File: src/rtl/regression_inverse.sv
// Inverse regression evaluator: recovers f0 = (y - c0 - cin) / c1
// with a restoring divider, one quotient bit per clock.
module regression_inverse #(
  parameter int YW = 32,
  parameter int FW = 16
) (
  input  logic          clk,
  input  logic          rst_n,
  input  logic          start,
  input  logic [YW-1:0] y,
  input  logic [YW-1:0] c0,
  input  logic [FW-1:0] c1,
  input  logic          cin,
  output logic          busy,
  output logic          done,
  output logic [FW-1:0] f0,
  output logic [FW-1:0] rem,
  output logic          sat,
  output logic          underflow,
  output logic          div_zero
);

  localparam int CW = $clog2(YW);

  typedef enum logic [1:0] {
    IDLE,
    DIV,
    DONE
  } state_e;

  state_e        state_q;
  logic [CW-1:0] cnt_q;
  logic [FW-1:0] rp_q;
  logic [YW-1:0] quot_q;
  logic [FW-1:0] c1_q;
  logic [FW-1:0] f0_q;
  logic [FW-1:0] rem_q;
  logic          sat_q;
  logic          uf_q;
  logic          dz_q;

  logic [YW:0]   diff;
  logic [FW:0]   shl;
  logic [FW+1:0] trial;
  logic [FW-1:0] rp_d;
  logic [YW-1:0] quot_d;
  logic          unused_trial;

  always_comb begin
    diff = {1'b0, y} - {1'b0, c0} - {{YW{1'b0}}, cin};
    shl = {rp_q, quot_q[YW-1]};
    trial = {1'b0, shl} - {2'b00, c1_q};
    rp_d = shl[FW-1:0];
    quot_d = {quot_q[YW-2:0], 1'b0};
    // Non-negative trial: keep the subtraction and set the quotient bit.
    if (!trial[FW+1]) begin
      rp_d = trial[FW-1:0];
      quot_d = {quot_q[YW-2:0], 1'b1};
    end
  end

  assign unused_trial = trial[FW];

  always_ff @(posedge clk or negedge rst_n) begin
    if (!rst_n) begin
      state_q <= IDLE;
      cnt_q   <= '0;
      rp_q    <= '0;
      quot_q  <= '0;
      c1_q    <= '0;
      f0_q    <= '0;
      rem_q   <= '0;
      sat_q   <= 1'b0;
      uf_q    <= 1'b0;
      dz_q    <= 1'b0;
    end else begin
      unique case (state_q)
        IDLE: begin
          if (start) begin
            c1_q <= c1;
            if (c1 == '0) begin
              state_q <= DONE;
              f0_q    <= '0;
              rem_q   <= '0;
              sat_q   <= 1'b0;
              uf_q    <= 1'b0;
              dz_q    <= 1'b1;
            end else if (diff[YW]) begin
              state_q <= DONE;
              f0_q    <= '0;
              rem_q   <= '0;
              sat_q   <= 1'b0;
              uf_q    <= 1'b1;
              dz_q    <= 1'b0;
            end else begin
              state_q <= DIV;
              cnt_q   <= CW'(YW - 1);
              rp_q    <= '0;
              quot_q  <= diff[YW-1:0];
            end
          end
        end
        DIV: begin
          rp_q   <= rp_d;
          quot_q <= quot_d;
          cnt_q  <= cnt_q - 1'b1;
          if (cnt_q == '0) begin
            state_q <= DONE;
            rem_q   <= rp_d;
            uf_q    <= 1'b0;
            dz_q    <= 1'b0;
            if (|quot_d[YW-1:FW]) begin
              f0_q  <= '1;
              sat_q <= 1'b1;
            end else begin
              f0_q  <= quot_d[FW-1:0];
              sat_q <= 1'b0;
            end
          end
        end
        DONE: state_q <= IDLE;
        default: state_q <= IDLE;
      endcase
    end
  end

  assign busy      = (state_q != IDLE);
  assign done      = (state_q == DONE);
  assign f0        = f0_q;
  assign rem       = rem_q;
  assign sat       = sat_q;
  assign underflow = uf_q;
  assign div_zero  = dz_q;

endmodule

File: config.mk
export PLATFORM = sky130hd
export DESIGN_NAME = regression_inverse
export DESIGN_NICKNAME = d
export VERILOG_FILES = /design/src/rtl/regression_inverse.sv
export SDC_FILE = /design/constraint.sdc
export NUM_CORES = 1
export LEC_CHECK = 0
export CORE_AREA = 2 2 134 123
export DETAILED_ROUTE_END_ITERATION = 7
export DIE_AREA = 0 0 136 125
export PLACE_DENSITY = 0.75
export RECOVER_POWER = 100
export SYNTH_ARGS = -nofsm -noshare
export SYNTH_HDL_FRONTEND = slang
export SYNTH_SLANG_ARGS = --single-unit
File: constraint.sdc
create_clock -name clk -period 6.9 [get_ports clk]
set_input_delay 1.38 -clock clk [delete_from_list [all_inputs] [get_ports clk]]
set_output_delay 1.38 -clock clk [all_outputs]
set_load 0.03 [all_outputs]
==> results of run 1 <==
how the worst max path moves through the flow:
| stage | from | endpoint | slack, ns |
|---|---|---|---|
| 2_1_floorplan | c0[0] | quot_q[12]$_DFFE_PN0P_ | 2.52 |
| 3_3_place_gp | c0[0] | f0[0]$_DFFE_PN0P_ | 1.46 |
| 3_5_place_dp | c0[0] | rem[5]$_DFFE_PN0P_ | 1.36 |
| 4_1_cts | c0[0] | rem[5]$_DFFE_PN0P_ | 1.72 |
| 5_1_grt | c0[0] | underflow$_DFFE_PN0P_ | 0.82 |
| 6_report | c0[0] | quot_q[13]$_DFFE_PN0P_ | 1.16 |
report_power, final:
group	total, W	internal, W	switching [W]	leakage (nW)
Combinational	0.00217	0.000887	0.00128	3.05
Clock	0.000485	0.000250	0.000236	0.138
Sequential	0.00106	0.000890	0.000175	1.33
Total	0.00372	0.00203	0.00169	4.52
layout by cell type, fill, tap and decap left out, types with 4 or more instances in the layout:
master,n
o211ai_1,4
a22oi_1,6
nor4_1,8
clkbuf_1,4
nand2_1,121
and3_1,5
mux2_1,8
nand3_1,11
a211oi_1,8
or2_2,4
o31ai_1,10
o21ai_1,4
dfrtp_1,106
clkdlybuf4s50_1,81
or3_1,8
a41oi_1,4
nor2b_1,10
mux2_2,5
buf_4,4
nand4_1,7
xor2_1,15
ha_1,80
dlygate4sd3_1,38
a21oi_1,56
nor2_1,43
nor3_1,11
o21ai_0,114
o31a_1,5
mux2i_1,15
xnor2_1,21
inv_1,130
a21o_1,22
nand2b_1,6
clkbuf_16,9
logic make-up (layout without fill, tap and decap cells):
logic type	Yosys count	count (layout)	share of synthesized area, %
and+or+nand+nor	241	241	14.1
muxes	28	28	3.87
adders and majority gates	83	83	13.8
buffers and inverters	160	274	8.14
AOI/OAI and AO/OA	266	266	21.3
DFF	106	106	34.6
xor gates and xnor gates	36	36	4.11
area by class of cell:
cell class | count | area [µm²]
fillers | 1456 | 6420
flip-flops and latches | 106 | 2650
inverters | 131 | 492
clock inverters | 6 | 48.8
clock buffers | 10 | 229
multi-input cells | 654 | 4410
repair buffers | 127 | 1240
well taps | 207 | 259
routing by layer:
| metal | vias up | GRT usage, % | wire length, µm |
|---|---|---|---|
| li1 | 3389 | - | - |
| met4 | 0 | 5.82 | 230 |
| met3 | 15 | 2.43 | 626 |
| met5 | - | 0 | 0 |
| met1 | 3024 | 30.4 | 8430 |
| met2 | 140 | 33.8 | 7770 |
sequential cells by signal (all words and copies together) (netlist names):
register / cells
cnt_q: 5
rp_q: 16
quot_q: 32
state_q: 2
f0: 16
underflow: 1
c1_q: 16
sat: 1
div_zero: 1
rem: 16
metrics by stage:
stage                     setup WS [ns]  cells  utilization, %  total power, W
after CTS                          1.72   1241            59.4         0.00377
after global routing              0.817   1241            59.2         0.00406
after floorplan                    2.52    920               -         0.00267
final                              1.16   1241            59.2         0.00372
after global placement             1.46   1225            57.7         0.00321
after detailed placement           1.36   1225            57.7         0.00328
worst reg2reg max path, cell delays in order, from the launching register on:
cell	delay [ns]
dfrtp_1	0.40
inv_1	0.08
ha_1	0.19
nand4_1	0.41
inv_1	0.15
o2bb2ai_2	1.61
mux2_2	0.46
==> flow_metrics.py, run 1 <==
metrics = {
    "status": {
        "status": "finished, violations left",
        "failed_checks": "max-capacitance violations, max-slew violations",
    },
    "clock_tree": {
        "clkTransAtPathRegs_ns": 0.07,
        "clk_latency_ns": 0.35,
        "cts-root-buf": "clkbuf_16",
        "clockBufferDepth": 2,
        "htreeDepth": 3,
        "hold_buffers": 0,
        "numCtsBuffers": 9,
        "cts_tree": "done",
        "cts_setup_buffers": 0,
        "ctsResizeCount": 0,
        "clock_sinks": 106,
    },
    "worst_setup_path": {
        "critPathKind": "in2reg",
        "cpMostUsedCell": "fa_1",
        "slowest_stage": "clkbuf_1",
        "crit_required_ns": 7.13,
        "start_kind": "primary input",
        "timing.rr.end": "f0[0]$_DFFE_PN0P_",
        "cp.depth": 13,
        "rr_worst_depth": 6,
        "cp_cell_sequence": "clkdlybuf4s50_1 -> inv_1 -> fa_1 -> fa_1 -> nand2b_1 -> a311o_1 -> a31oi_2 -> a211oi_1 -> o311ai_2 -> nor3_1 -> a41oi_4 -> clkbuf_1 -> mux2_1",
        "path_max_fanout": 40,
        "worstPathArrival_ns": 5.97,
        "r2r-start": "cnt_q[0]$_DFFE_PN0P_",
        "end_kind": "flip-flop",
        "cp_top_family": "buffers and inverters",
        "worst-path-buf-inv": 3,
        "rrSetupSlack_ns": 3.48,
        "slowest_delay_ns": 1.11,
    },
    "final_layout": {
        "nets": 1196,
        "drive_above_1_share_pct": 3.97,
        "stdcell_area_um2": 9330,
        "n_antenna_cell": 0,
        "area_growth_pct": 21.6,
    },
    "grt": {
        "grt_first_pass_wirelength_mm": 29.8,
        "grt_pass1_vias": 6430,
        "grt_overflow": 0,
        "antenna_found_initial": 0,
        "grt_usage_pct": 21.1,
        "grt_max_degree": 67,
    },
    "min_path": {
        "hp-start": "f0[10]$_DFFE_PN0P_",
        "min_path_cells": 2,
        "hold_path_end": "f0[10]$_DFFE_PN0P_",
        "hold_class": "reg2reg",
    },
    "logic_synthesis": {
        "synth.cell_area_um2": 7670,
        "synth_nets": 1087,
        "synth_top_area_share_pct": 34.6,
        "ys_seq_area_share_pct": 34.6,
        "ys_seq_elements": 106,
        "synthFlopType": "dfrtp_1",
        "yosys-top-cells-count": "inv_1 (130), nand2_1 (121), o21ai_0 (109)",
        "yosysTopAreaCell": "dfrtp_1",
        "yosysMostFrequentCell": "inv_1",
        "synth_edf_count": 0,
        "synth_top_cells_by_area": "dfrtp_1 (35%), ha_1 (13%), o21ai_0 (7.1%)",
        "ys_types": 62,
        "yosys_warnings": 0,
        "async_reset_ff_share_pct": 100,
        "synthCells": 920,
        "syn-mean-instance-area_um2": 8.33,
    },
    "die": {
        "fp.dieH_um": 125,
        "initial_core_util_pct": 48.7,
        "io_pins": 121,
        "num_rows": 44,
        "core_um2": 15700,
        "die_x_um": 136,
        "die-area_um2": 17000,
    },
    "placement": {
        "place_congestion": 0.908,
        "placed_area_um2": 9080,
        "io_buffers": 120,
        "dpl.hpwl_mm": 13.1,
    },
    "timing": {
        "setup_violations": 0,
        "tightest_slew_ns": 2.14,
        "hold_viol_final": 0,
        "fin_tns_setup_ns": 0,
        "finalCriticalPeriod_ns": 5.74,
        "rsz0062_at_grt": "false",
        "hold-worst-slack_ns": 0.477,
        "finalCritPeriodShare_pct": 83.2,
        "slew_headroom_pct": -43.6,
        "maxSlewViolCount": 164,
        "skew_ns": 0.00665,
        "fmax_ghz": 0.174,
    },
    "power_and_ir_drop": {
        "p_leak_nw": 4.52,
        "pwr_density_cell_nw_per_um2": 399,
        "ir_drop_uv": 211,
    },
    "routing": {
        "wl_per_cell_um": 13.7,
        "via_count": 6568,
        "drcViolationCount": 0,
        "first_iter_violations": 403,
        "via_per_inst": 5.29,
        "wl_mm": 17.1,
        "drtAntennaViolNets": 0,
        "first_pass_iters": 4,
    },
    "job": {
        "maxCapViolations": 4,
    },
}
(Power assumes the default switching activity.)
==> run 2, diff against run 1 <==
- clock period: 6.9 -> 5.8 ns (I/O delays scaled with it)
==> run 2 against run 1 <==
The run still ends with max-capacitance violations, max-slew violations left. Clock power grew 22%. Sequential power up 20%. Global-route usage grew 0.21 points. Sequential cell count unchanged. Clock skew rose by 0.0045 ns. Critical endpoint is now rem[12]$_DFFE_PN0P_. Highest routed layer unchanged.
==> flow_metrics.py, run 2 (same netlist as run 1, synthesis figures left out) <==
metrics = {
    "job": {
        "maxCapViolations": 1,
    },
    "final_layout": {
        "multi_input_area_um2": 4420,
        "final_cell_mix": "inv_1 (131), nand2_1 (121), o21ai_0 (113)",
        "drive_above_1_share_pct": 4.25,
        "final_common_cell": "inv_1",
        "regMostFlops": "quot_q",
        "n_antenna_cell": 0,
        "stdcell_area_um2": 9370,
        "area_growth_pct": 22.2,
        "nets": 1198,
        "fillers": 1472,
        "finalCoreUtilization_pct": 59.5,
        "seq_area_um2": 2650,
        "largest_register_ffs": 32,
    },
    "timing": {
        "finalCritPeriodShare_pct": 89.8,
        "setup_violations": 0,
        "maxSlewViolCount": 67,
        "finalCriticalPeriod_ns": 5.21,
        "skew_ns": 0.0111,
        "slew_headroom_pct": -128,
        "fmax_ghz": 0.192,
        "tightest_slew_ns": 3.41,
        "rsz0062_at_grt": "false",
        "fin_tns_setup_ns": 0,
        "hold_viol_final": 0,
    },
    "worst_setup_path": {
        "start_kind": "primary input",
        "worst-path-buf-inv": 3,
        "critPathKind": "in2reg",
        "cp_cell_sequence": "clkdlybuf4s50_1 -> inv_1 -> fa_1 -> fa_1 -> nand2b_1 -> a311o_1 -> a31oi_1 -> a211oi_1 -> o21ba_2 -> nor3_1 -> o2bb2ai_4 -> inv_1 -> mux2_2",
        "worstPathArrival_ns": 5.44,
        "slowest_delay_ns": 0.55,
        "end_kind": "flip-flop",
        "path_max_fanout": 43,
        "slowest_stage": "nor3_1",
        "crit_required_ns": 6.04,
        "cp_top_family": "compound AO/OA/AOI/OAI gates",
    },
    "placement": {
        "io_buffers": 120,
        "placed_area_um2": 9110,
        "dpl.hpwl_mm": 13.2,
        "place_congestion": 0.925,
    },
    "power_and_ir_drop": {
        "switchingPower_w": 0.00203,
        "pwr-share-seq_pct": 28.5,
        "ir_drop_uv": 214,
        "pwr-share-comb_pct": 58.3,
        "power.internal_w": 0.00244,
        "clkPwrFrac_pct": 13.2,
        "pwr_density_cell_nw_per_um2": 477,
        "p_leak_nw": 4.54,
        "swShare_pct": 45.5,
    },
    "clock_tree": {
        "cts_setup_buffers": 0,
        "cts-root-buf": "clkbuf_16",
        "hold_buffers": 0,
        "htreeDepth": 3,
        "ctsResizeCount": 0,
        "clockBufferDepth": 2,
        "clkTransAtPathRegs_ns": 0.07,
        "clk_latency_ns": 0.35,
        "cts_tree": "done",
        "clock_sinks": 106,
        "numCtsBuffers": 9,
    },
    "grt": {
        "grt_overflow": 0,
        "grt_pass1_vias": 6466,
        "antenna_found_initial": 0,
        "grt_max_degree": 67,
        "grt_first_pass_wirelength_mm": 30.1,
        "grt_usage_pct": 21.4,
    },
    "die": {
        "die_x_um": 136,
        "io_pins": 121,
        "initial_core_util_pct": 48.7,
        "fp.dieH_um": 125,
        "core_um2": 15700,
        "die-area_um2": 17000,
        "num_rows": 44,
    },
    "status": {
        "failed_checks": "max-capacitance violations, max-slew violations",
        "status": "finished, violations left",
    },
    "routing": {
        "first_iter_violations": 428,
        "drcViolationCount": 0,
        "via_per_inst": 5.43,
        "via_count": 6749,
        "wl_per_cell_um": 14.0,
        "wl_mm": 17.4,
        "first_pass_iters": 5,
        "drtAntennaViolNets": 0,
    },
    "min_path": {
        "hold_class": "reg2reg",
    },
}
[run 2: metrics by stage]
step / power, W / std cells / setup WS (ns) / hold WS [ns]
2_1_floorplan: 0.00317 / 920 / 1.64 / 0.448
4_1_cts: 0.00452 / 1243 / 0.900 / 0.486
5_1_grt: 0.00487 / 1243 / 0.331 / 0.499
3_5_place_dp: 0.00391 / 1227 / 0.557 / 0.470
6_report: 0.00447 / 1243 / 0.590 / 0.472
3_3_place_gp: 0.00384 / 1227 / 0.636 / 0.463
[run 2: final timing paths]
check	from	end	slack [ns]	cells after the start
max	c0[0]	rem[12]$_DFFE_PN0P_	0.59	13
min	underflow$_DFFE_PN0P_	underflow$_DFFE_PN0P_	0.47	2
max reg2reg	rp_q[0]$_DFFE_PN0P_	rem[7]$_DFFE_PN0P_	2.59	10
min reg2reg	underflow$_DFFE_PN0P_	underflow$_DFFE_PN0P_	0.47	2
max in group asynchronous	rst_n	rp_q[6]$_DFFE_PN0P_	1.44	2
min in group asynchronous	rst_n	c1_q[15]$_DFFE_PN0P_	1.96	1
[run 2: layout make-up]
| type | instances | share of cell area [%] |
|---|---|---|
| Clock buffer | 10 | 2.55 |
| Clock inverter | 6 | 0.481 |
| Inverter | 131 | 5.25 |
| Multi-Input combinational cell | 654 | 47.1 |
| Sequential cell | 106 | 28.3 |
| Tap cell | 207 | 2.76 |
| Timing Repair Buffer | 129 | 13.5 |
[run 2: worst register-to-register path: cells and delay by family (launching register included)]
family	cells	cell delay, ns
compound gates	6	1.55
flops	1	0.42
buf+inv	1	0.33
mux	1	0.33
fa+ha+maj	1	0.31
simple gates	1	0.13
[run 2: per-layer routing]
metal / wire, µm / vias to the layer above / GRT usage [%]
met5: 0 / - / 0
met4: 116 / 0 / 3.37
met3: 702 / 10 / 2.55
met2: 8120 / 157 / 35.6
met1: 8450 / 3183 / 30.4
li1: - / 3399 / -
[run 2: power groups by stage]
| stage | clock, W | sequential, W | combinational (W) |
|---|---|---|---|
| 2_1_floorplan | 0 | 0.00135 | 0.00182 |
| 3_3_place_gp | 0 | 0.00128 | 0.00257 |
| 3_5_place_dp | 0 | 0.00128 | 0.00263 |
| 4_1_cts | 0.000600 | 0.00127 | 0.00265 |
| 5_1_grt | 0.000629 | 0.00131 | 0.00293 |
| 6_report | 0.000592 | 0.00127 | 0.00261 |
